$ cat config.mk
export PLATFORM = sky130hd
export DESIGN_NAME = hazard_sequencer
export DESIGN_NICKNAME = d
export VERILOG_FILES = /design/src/rtl/hazard_sequencer.sv
export SDC_FILE = /design/constraint.sdc
export NUM_CORES = 1
export LEC_CHECK = 0
export CAP_MARGIN = 10
export CORE_AREA = 2 2 68 86
export DETAILED_ROUTE_END_ITERATION = 12
export DIE_AREA = 0 0 70 88
export GPL_ROUTABILITY_DRIVEN = 1
export HOLD_SLACK_MARGIN = 0.1
export PLACE_DENSITY_LB_ADDON = 0.25
export SYNTH_ARGS = -nofsm -noshare
export SYNTH_HDL_FRONTEND = slang
export SYNTH_SLANG_ARGS = --single-unit
export TNS_END_PERCENT = 1
$ cat constraint.sdc
create_clock -name clk_i -period 2.2 [get_ports clk_i]
set_input_delay 0.33 -clock clk_i [delete_from_list [all_inputs] [get_ports clk_i]]
set_output_delay 0.33 -clock clk_i [all_outputs]
set_load 0.01 [all_outputs]
$ cat src/rtl/hazard_sequencer.sv
// Pipeline hazard / redirect / debug-drain sequencer for the 5-stage MIPS core.
// Latency: enables and flushes are combinational (0 cycles); FSM and counters update on the next edge.
// Backpressure: mem_busy_i freezes the whole pipeline (except when halted); a hazard holds PC and IF/ID.
//
// Ports:
//   clk_i, rst_ni             clock (rising edge), asynchronous active-low reset
//   id_rs_i, id_rt_i          source register fields of the instruction in ID
//   ex_mem_read_i, ex_reg_write_i, ex_dst_i   EX-stage load / write-back info
//   jump_i, bne_i, jr_i       redirects decoded in ID (bne_i means taken)
//   mem_busy_i                data memory not ready
//   halt_req_i                level-sensitive debug stop request
//   cnt_clr_i                 synchronous clear of both counters
//   pc_write_o, ifid_write_o  PC / IF-ID load enables
//   if_flush_o, id_flush_o    discard IF instruction / zero ID control bits
//   pipe_freeze_o             hold every pipeline register
//   halted_o                  pipeline drained and stopped
//   stall_cnt_o, flush_cnt_o  saturating performance counters
module hazard_sequencer #(
    parameter int DRAIN_CYCLES = 4,
    parameter int CNT_W        = 16
) (
    input  logic             clk_i,
    input  logic             rst_ni,
    input  logic [4:0]       id_rs_i,
    input  logic [4:0]       id_rt_i,
    input  logic             ex_mem_read_i,
    input  logic             ex_reg_write_i,
    input  logic [4:0]       ex_dst_i,
    input  logic             jump_i,
    input  logic             bne_i,
    input  logic             jr_i,
    input  logic             mem_busy_i,
    input  logic             halt_req_i,
    input  logic             cnt_clr_i,
    output logic             pc_write_o,
    output logic             ifid_write_o,
    output logic             if_flush_o,
    output logic             id_flush_o,
    output logic             pipe_freeze_o,
    output logic             halted_o,
    output logic [CNT_W-1:0] stall_cnt_o,
    output logic [CNT_W-1:0] flush_cnt_o
);

    // Drain counter only ever holds DRAIN_CYCLES-1 down to 1.
    localparam int DW = (DRAIN_CYCLES > 2) ? $clog2(DRAIN_CYCLES) : 1;
    localparam logic [DW-1:0] DRAIN_INIT = DW'(DRAIN_CYCLES - 1);
    localparam logic [DW-1:0] DRAIN_LAST = DW'(1);

    typedef enum logic [1:0] {
        RUN    = 2'd0,
        DRAIN  = 2'd1,
        HALTED = 2'd2
    } state_t;

    state_t          state_q, state_d;
    logic [DW-1:0]   drain_q, drain_d;
    logic [CNT_W-1:0] stall_q, stall_d;
    logic [CNT_W-1:0] flush_q, flush_d;

    logic haz, redir, frozen;
    logic stall_inc, flush_inc;

    // Branches resolve in ID, so they also depend on an ALU result still in EX;
    // plain jumps have no register source and never trigger this.
    assign haz = (ex_dst_i != 5'd0)
              && ((ex_dst_i == id_rs_i) || (ex_dst_i == id_rt_i))
              && (ex_mem_read_i || (ex_reg_write_i && (bne_i || jr_i)));

    assign redir  = jump_i | bne_i | jr_i;

    // A halted pipeline has nothing in flight, so memory wait is irrelevant there.
    assign frozen = (state_q != HALTED) && mem_busy_i;

    // ------------------------------------------------------------------
    // Next-state and output decode
    // ------------------------------------------------------------------
    always_comb begin
        state_d       = state_q;
        drain_d       = drain_q;
        pc_write_o    = 1'b0;
        ifid_write_o  = 1'b0;
        if_flush_o    = 1'b0;
        id_flush_o    = 1'b0;
        pipe_freeze_o = 1'b0;
        stall_inc     = 1'b0;
        flush_inc     = 1'b0;

        if (frozen) begin
            pipe_freeze_o = 1'b1;
            stall_inc     = 1'b1;
        end else begin
            unique case (state_q)
                RUN: begin
                    if (haz) begin
                        // Redirect waits: it is re-decoded once the operand is ready.
                        id_flush_o = 1'b1;
                        stall_inc  = 1'b1;
                    end else if (redir) begin
                        pc_write_o   = 1'b1;
                        ifid_write_o = 1'b1;
                        if_flush_o   = 1'b1;
                        // jump has no ID-stage side effects; bne/jr were fetched
                        // as branches so their control bits are zeroed too.
                        id_flush_o   = bne_i | jr_i;
                        flush_inc    = 1'b1;
                    end else if (halt_req_i) begin
                        // PC stays on the discarded IF instruction so resume refetches it.
                        ifid_write_o = 1'b1;
                        if_flush_o   = 1'b1;
                        drain_d      = DRAIN_INIT;
                        state_d      = DRAIN;
                    end else begin
                        pc_write_o   = 1'b1;
                        ifid_write_o = 1'b1;
                    end
                end
                DRAIN: begin
                    ifid_write_o = 1'b1;
                    if_flush_o   = 1'b1;
                    drain_d      = drain_q - DW'(1);
                    if (drain_q == DRAIN_LAST) begin
                        state_d = HALTED;
                    end
                end
                HALTED: begin
                    ifid_write_o = 1'b1;
                    if_flush_o   = 1'b1;
                    if (!halt_req_i) begin
                        state_d = RUN;
                    end
                end
                default: begin
                    state_d = RUN;
                end
            endcase
        end

        // Enables must not leak while reset is held.
        if (!rst_ni) begin
            pc_write_o    = 1'b0;
            ifid_write_o  = 1'b0;
            if_flush_o    = 1'b0;
            id_flush_o    = 1'b0;
            pipe_freeze_o = 1'b0;
        end
    end

    // ------------------------------------------------------------------
    // Saturating counters; clear wins over increment
    // ------------------------------------------------------------------
    always_comb begin
        stall_d = stall_q;
        flush_d = flush_q;
        if (cnt_clr_i) begin
            stall_d = '0;
            flush_d = '0;
        end else begin
            if (stall_inc && (stall_q != {CNT_W{1'b1}})) begin
                stall_d = stall_q + CNT_W'(1);
            end
            if (flush_inc && (flush_q != {CNT_W{1'b1}})) begin
                flush_d = flush_q + CNT_W'(1);
            end
        end
    end

    always_ff @(posedge clk_i or negedge rst_ni) begin
        if (!rst_ni) begin
            state_q <= RUN;
            drain_q <= '0;
            stall_q <= '0;
            flush_q <= '0;
        end else begin
            state_q <= state_d;
            drain_q <= drain_d;
            stall_q <= stall_d;
            flush_q <= flush_d;
        end
    end

    assign halted_o    = (state_q == HALTED);
    assign stall_cnt_o = stall_q;
    assign flush_cnt_o = flush_q;

endmodule

== After elaboration in Yosys (flattened, before gate mapping) ==
Index checks and enable logic that the tools add are counted.

* Flip-flop bits (word level): 36
* Input bits: 25
* Output and inout bits: 38
* Word-level logic and storage cells: 85

* Add/subtract/negate cells: 3
* Equal/unequal tests: 13
* Mux-type cells: 44
* Bitwise operators: 4
* Reduce and logical (&&, ||, !) cells: 17

{| class="wikitable"
|+ Operators with widths
! kind !! number
|-
| $mux 16 || 4
|-
| $add 16x1->16 const B || 2
|-
| $ne 16x16->1 const B || 2
|-
| $mux 1 || 28
|-
| $mux 2 || 8
|-
| $ne 2x2->1 const B || 6
|-
| $eq 5x5->1 || 2
|-
| $logic_and 1x1->1 || 6
|-
| $pmux 2 s3 || 1
|-
| $reduce_and 6->1 || 1
|-
| $reduce_bool 2->1 || 3
|-
| $reduce_and 5->1 || 1
|-
| $reduce_bool 5->1 || 1
|-
| $eq 2x1->1 const B || 2
|-
| $pmux 1 s2 || 2
|-
| $pmux 2 s2 || 1
|-
| $logic_or 1x1->1 || 3
|-
| $or 1x1->1 || 3
|-
| $eq 2x2->1 const B || 1
|-
| $logic_not 2->1 || 1
|-
| $reduce_or 2->1 || 1
|-
| $sub 2x1->2 const B || 1
|-
| $not 1->1 || 1
|}

== Depth between registers and ports, before layout ==
* Word-level depth: 10
* Gate-level depth with buffers: 10
* Depth with buffers taken out: 8

== Worst setup path before layout ==
OpenSTA, ideal clock, no wires.

* Path type: flip-flop to flip-flop
* From: register flush_q[0], in the netlist flush_cnt_o[0]
* To: register flush_q[1], in the netlist flush_cnt_o[1]
* Setup time: 0.132 ns
* Arrival time: 1.936 ns
* Data required time: 2.068 ns
* Path slack: 0.133 ns
* Stages on the path, launching flop included: 10
* Buffers on the path: 2
* Clock period less this slack: 2.067 ns
* Cell sequence: dfrtp_1 ha_1 and2_1 nand4_1 o31a_1 o211ai_4 buf_6 buf_4 mux2i_1 nor2_1

* Longest elaborated chain between the ends: 3
* Elaborated cells on any way between the ends: 6
* Those cells by class: add/sub: 1; eq/ne: 1; mux: 2; reduce/logical: 2

{| class="wikitable"
|+ RTL lines
! element !! RTL line !! RTL
|-
| from (decl) || 59 || <nowiki>logic [CNT_W-1:0] flush_q, flush_d;</nowiki>
|-
| from (signal assigned) || 178 || <nowiki>flush_q <= flush_d;</nowiki>
|-
| $add 16x1->16 / $ne 16x16->1 (equally long branches) || 163, 162 ||
|-
| $mux 16 / $logic_and 1x1->1 (equally long branches) || 162 || <nowiki>if (flush_inc && (flush_q != {CNT_W{1'b1}})) begin</nowiki>
|-
| $mux 16 / $reduce_bool 2->1 (equally long branches) || -- ||
|}

Several ways; a longest one is shown, not always the timed one. The select of a mux whose other input is x is not followed.
A chain may end at the register's enable or synchronous reset.

== Worst setup path after layout ==
* From: input port ex_dst_i[1]
* To: output port if_flush_o

* Longest elaborated chain between the ends: 8
* Elaborated cells on any way between the ends: 10
* Those cells by class: eq/ne: 2; mux: 4; reduce/logical: 4

{| class="wikitable"
|+ RTL lines
! element !! RTL line !! RTL
|-
| from (decl) || 28 || <nowiki>input logic [4:0] ex_dst_i,</nowiki>
|-
| $eq 5x5->1 || 67 || <nowiki>&& ((ex_dst_i == id_rs_i) || (ex_dst_i == id_rt_i))</nowiki>
|-
| $logic_or 1x1->1 || 67 ||
|-
| $logic_and 1x1->1 (*) || 67 ||
|-
| $logic_and 1x1->1 (*) || 68 || <nowiki>&& (ex_mem_read_i || (ex_reg_write_i && (bne_i || jr_i)));</nowiki>
|-
| $mux 1 (*) || 95 || <nowiki>if (haz) begin</nowiki>
|-
| $pmux 1 s2 (*) || 93 || <nowiki>unique case (state_q)</nowiki>
|-
| $mux 1 (*) || 89 || <nowiki>if (frozen) begin</nowiki>
|-
| $mux 1 (*) || 140 || <nowiki>if (!rst_ni) begin</nowiki>
|-
| to (decl) || 37 || <nowiki>output logic if_flush_o,</nowiki>
|}

Mark *: on every way between the ends. The rest lies on a longest branch, timed or not.

==> impl_metrics.json <==
{
  "p_per_area_nw_per_um2": 717,
  "antenna_found_initial": 0,
  "maxCapViolCount": 0,
  "hold_slack_ns": 0.144,
  "max_slew_margin_pct": 67.5,
  "ys_top_cells_by_area": "dfrtp_1 (39%), a21oi_1 (6.1%), or4_1 (3.9%), ha_1 (3.8%), xnor2_1 (3.8%)",
  "numClockSinks": 36,
  "setup_viol": 0,
  "place.port_buffers": 62,
  "grt_max_degree": 37,
  "reg2reg_depth": 8,
  "r2r-start": "stall_cnt_o[0]",
  "cts_tree": "yes",
  "place_ws_ns": -0.761,
  "r2r_end": "stall_cnt_o[15]",
  "hold_violations": 0,
  "synth-seq-cells": 36,
  "cts_root_buf": "clkbuf_8",
  "postSynthCellCount": 250,
  "synthFlopType": "dfrtp_1",
  "final_nets": 394,
  "worstMarginPinSlew_ns": 0.485,
  "first_iter_violations": 156,
  "rsz0062_at_grt": "yes",
  "die-area_um2": 6160,
  "start_util_pct": 43.1,
  "cts_buffer_depth": 2,
  "critPathKind": "input pin to primary output",
  "wirelength_mm": 6.00,
  "synth_edf_count": 0,
  "cts_buffers": 5,
  "synth-async-reset-ratio_pct": 100,
  "worstSetupEndpointType": "primary output",
  "num_vias": 2310,
  "routedWlPerCell_um": 14.1,
  "cts_hold_buf": 0,
  "ys_types": 45,
  "gp_congestion": 0.756,
  "ff2ff_setup_slack_ns": 0.04,
  "grt_pass1_wl_mm": 10.2,
  "timing.fmax_ghz": 0.457,
  "grt_usage_pct": 20.5,
  "placed_area_um2": 3280,
  "synth_warnings": 0,
  "syn_area_per_cell_um2": 9.20,
  "layout_common_cells": "buf_4 (51), clkdlybuf4s50_1 (49), dfrtp_1 (36), a21oi_1 (22), nand2_1 (16)",
  "place_inst": 410,
  "period_needed_ns": 2.19,
  "core_area_um2": 5330,
  "viasPerCell": 5.41,
  "grt_pass1_vias": 2273,
  "crit_path_max_incr_delay_ns": 0.52,
  "io-pin-count": 63,
  "critical-path-slowest-cell": "or4_4",
  "path_clk_slew_ns": 0.07,
  "syn-num-nets": 282,
  "post-dp-hpwl_mm": 4.54,
  "hp-class": "input pin to asynchronous set/reset pin",
  "final_common_cell": "buf_4",
  "maxSlewViolCount": 0,
  "fin_worst_skew_ns": 0.00935,
  "globalRouteOverflowTotal": 0,
  "stdcell_area_um2": 3480,
  "htreeDepth": 2,
  "synth_top_cell_area_share_pct": 39.2,
  "die_w_um": 70,
  "drive_above_1_share_pct": 25.6,
  "worst_slack_ns": 0.0109,
  "cp_cell_sequence": "buf_6 > or4_4 > o22a_1 > a21boi_2 > buf_4 > a21oi_2 > nor3_2 > buf_2",
  "peakVddDrop_mv": 0.719,
  "p_leak_nw": 1.45,
  "drc": 0,
  "tns_ns": 0,
  "cp.arrival_ns": 1.86,
  "ys_seq_area_share_pct": 39.2,
  "syn-cell-area_um2": 2300,
  "synthToLayoutAreaGrowth_pct": 51.4,
  "status": "finished clean",
  "synth_largest_area_cell": "dfrtp_1",
  "antenna_cells": 0,
  "required_ns": 1.87,
  "dieHeight_um": 88,
  "final_cells": 427,
  "ant_nets": 0,
  "cp-start-kind": "input pin",
  "finalCritPeriodShare_pct": 99.5,
  "crit_path_max_fanout": 3,
  "num_rows": 30,
  "dr.pass1.iters": 4,
  "clk_latency_ns": 0.29
}
## routing by layer
metal	global-route usage [%]	share of wire [%]	up-vias
met4	6.82	1.4	0
li1	-	-	1150
met5	0	0	-
met3	4.03	4.0	5
met2	37.8	53	55
met1	23.8	42	1100
## cells by family (layout without fill, tap and decap cells)
| kind of cell | after synthesis | after routing | share of synthesized area, % |
|---|---|---|---|
| AOI/OAI and AO/OA | 70 | 70 | 20.5 |
| xor gates and xnor gates | 12 | 12 | 4.57 |
| and+or+nand+nor | 98 | 98 | 24.3 |
| DFF | 36 | 36 | 39.2 |
| adders and majority gates | 7 | 7 | 3.81 |
| muxes | 7 | 7 | 3.26 |
| buffers and inverters | 20 | 133 | 4.46 |
## cells in the mapped netlist, drive strengths merged (4+ instances only)
| cell | n |
|---|---|
| ha | 7 |
| clkbuf | 5 |
| nand2 | 16 |
| and2 | 4 |
| and3 | 4 |
| dfrtp | 36 |
| buf | 6 |
| nor2b | 7 |
| or4 | 13 |
| or3 | 12 |
| mux2 | 4 |
| a21oi | 28 |
| nor2 | 14 |
| nand4 | 7 |
| o31ai | 11 |
| nand3 | 9 |
| o21ai | 15 |
| inv | 9 |
| xnor2 | 10 |
## area by class of cell
| class | instances | area [um2] |
|---|---|---|
| fill | 465 | 1850 |
| multi-input combinational | 194 | 1360 |
| timing repair buffer | 116 | 1020 |
| sequential | 36 | 901 |
| clock buffer | 8 | 90.1 |
| tap | 64 | 80.1 |
| inverter | 9 | 33.8 |
## sequential cells by signal, summed over array words and instances, names as in the netlist
name	flops
flush_cnt_o	16
stall_cnt_o	16
state_q	2
drain_q	2
## where the power goes
group	internal (mW)	leakage [nW]	switching (mW)	total, mW
registers	0.722	0.490	0.0388	0.761
clock network	0.256	0.0455	0.230	0.485
logic	0.667	0.910	0.584	1.25
total	1.65	1.45	0.852	2.50
## stage by stage
| stage | power (mW) | util [%] |
|---|---|---|
| 2_1_floorplan | 1.37 | - |
| 3_3_place_gp | 1.82 | 61.5 |
| 3_5_place_dp | 1.83 | 61.5 |
| 4_1_cts | 2.36 | 63.2 |
| 5_1_grt | 2.67 | 65.3 |
| 6_report | 2.50 | 65.3 |
## how the worst max path moves through the flow
stage / startpoint / end / slack (ns) / cells after the start
after detailed placement: ex_dst_i[1] / ifid_write_o / -0.76 / 7
after floorplan: flush_cnt_o[0] / flush_cnt_o[1] / 0.13 / 9
final: ex_dst_i[1] / if_flush_o / 0.01 / 8
after global routing: ex_dst_i[1] / if_flush_o / -0.08 / 8
after CTS: id_rt_i[0] / id_flush_o / -0.03 / 7
after global placement: ex_dst_i[1] / if_flush_o / -0.70 / 7
## repair_timing
action / CTS / global route
endpoints found under the setup margin: 33 / 20
pin swaps: 6 / 14
resized for setup: 33 / 23
buffers inserted: 3 / 6
## worst max-delay path: cells and delay by family
family,cells,cell delay [ns]
AND/OR/NAND/NOR,2,0.67
AO/OA/AOI/OAI,3,0.48
buffers and inverters,3,0.37
Power figures use the tool's default switching activity.
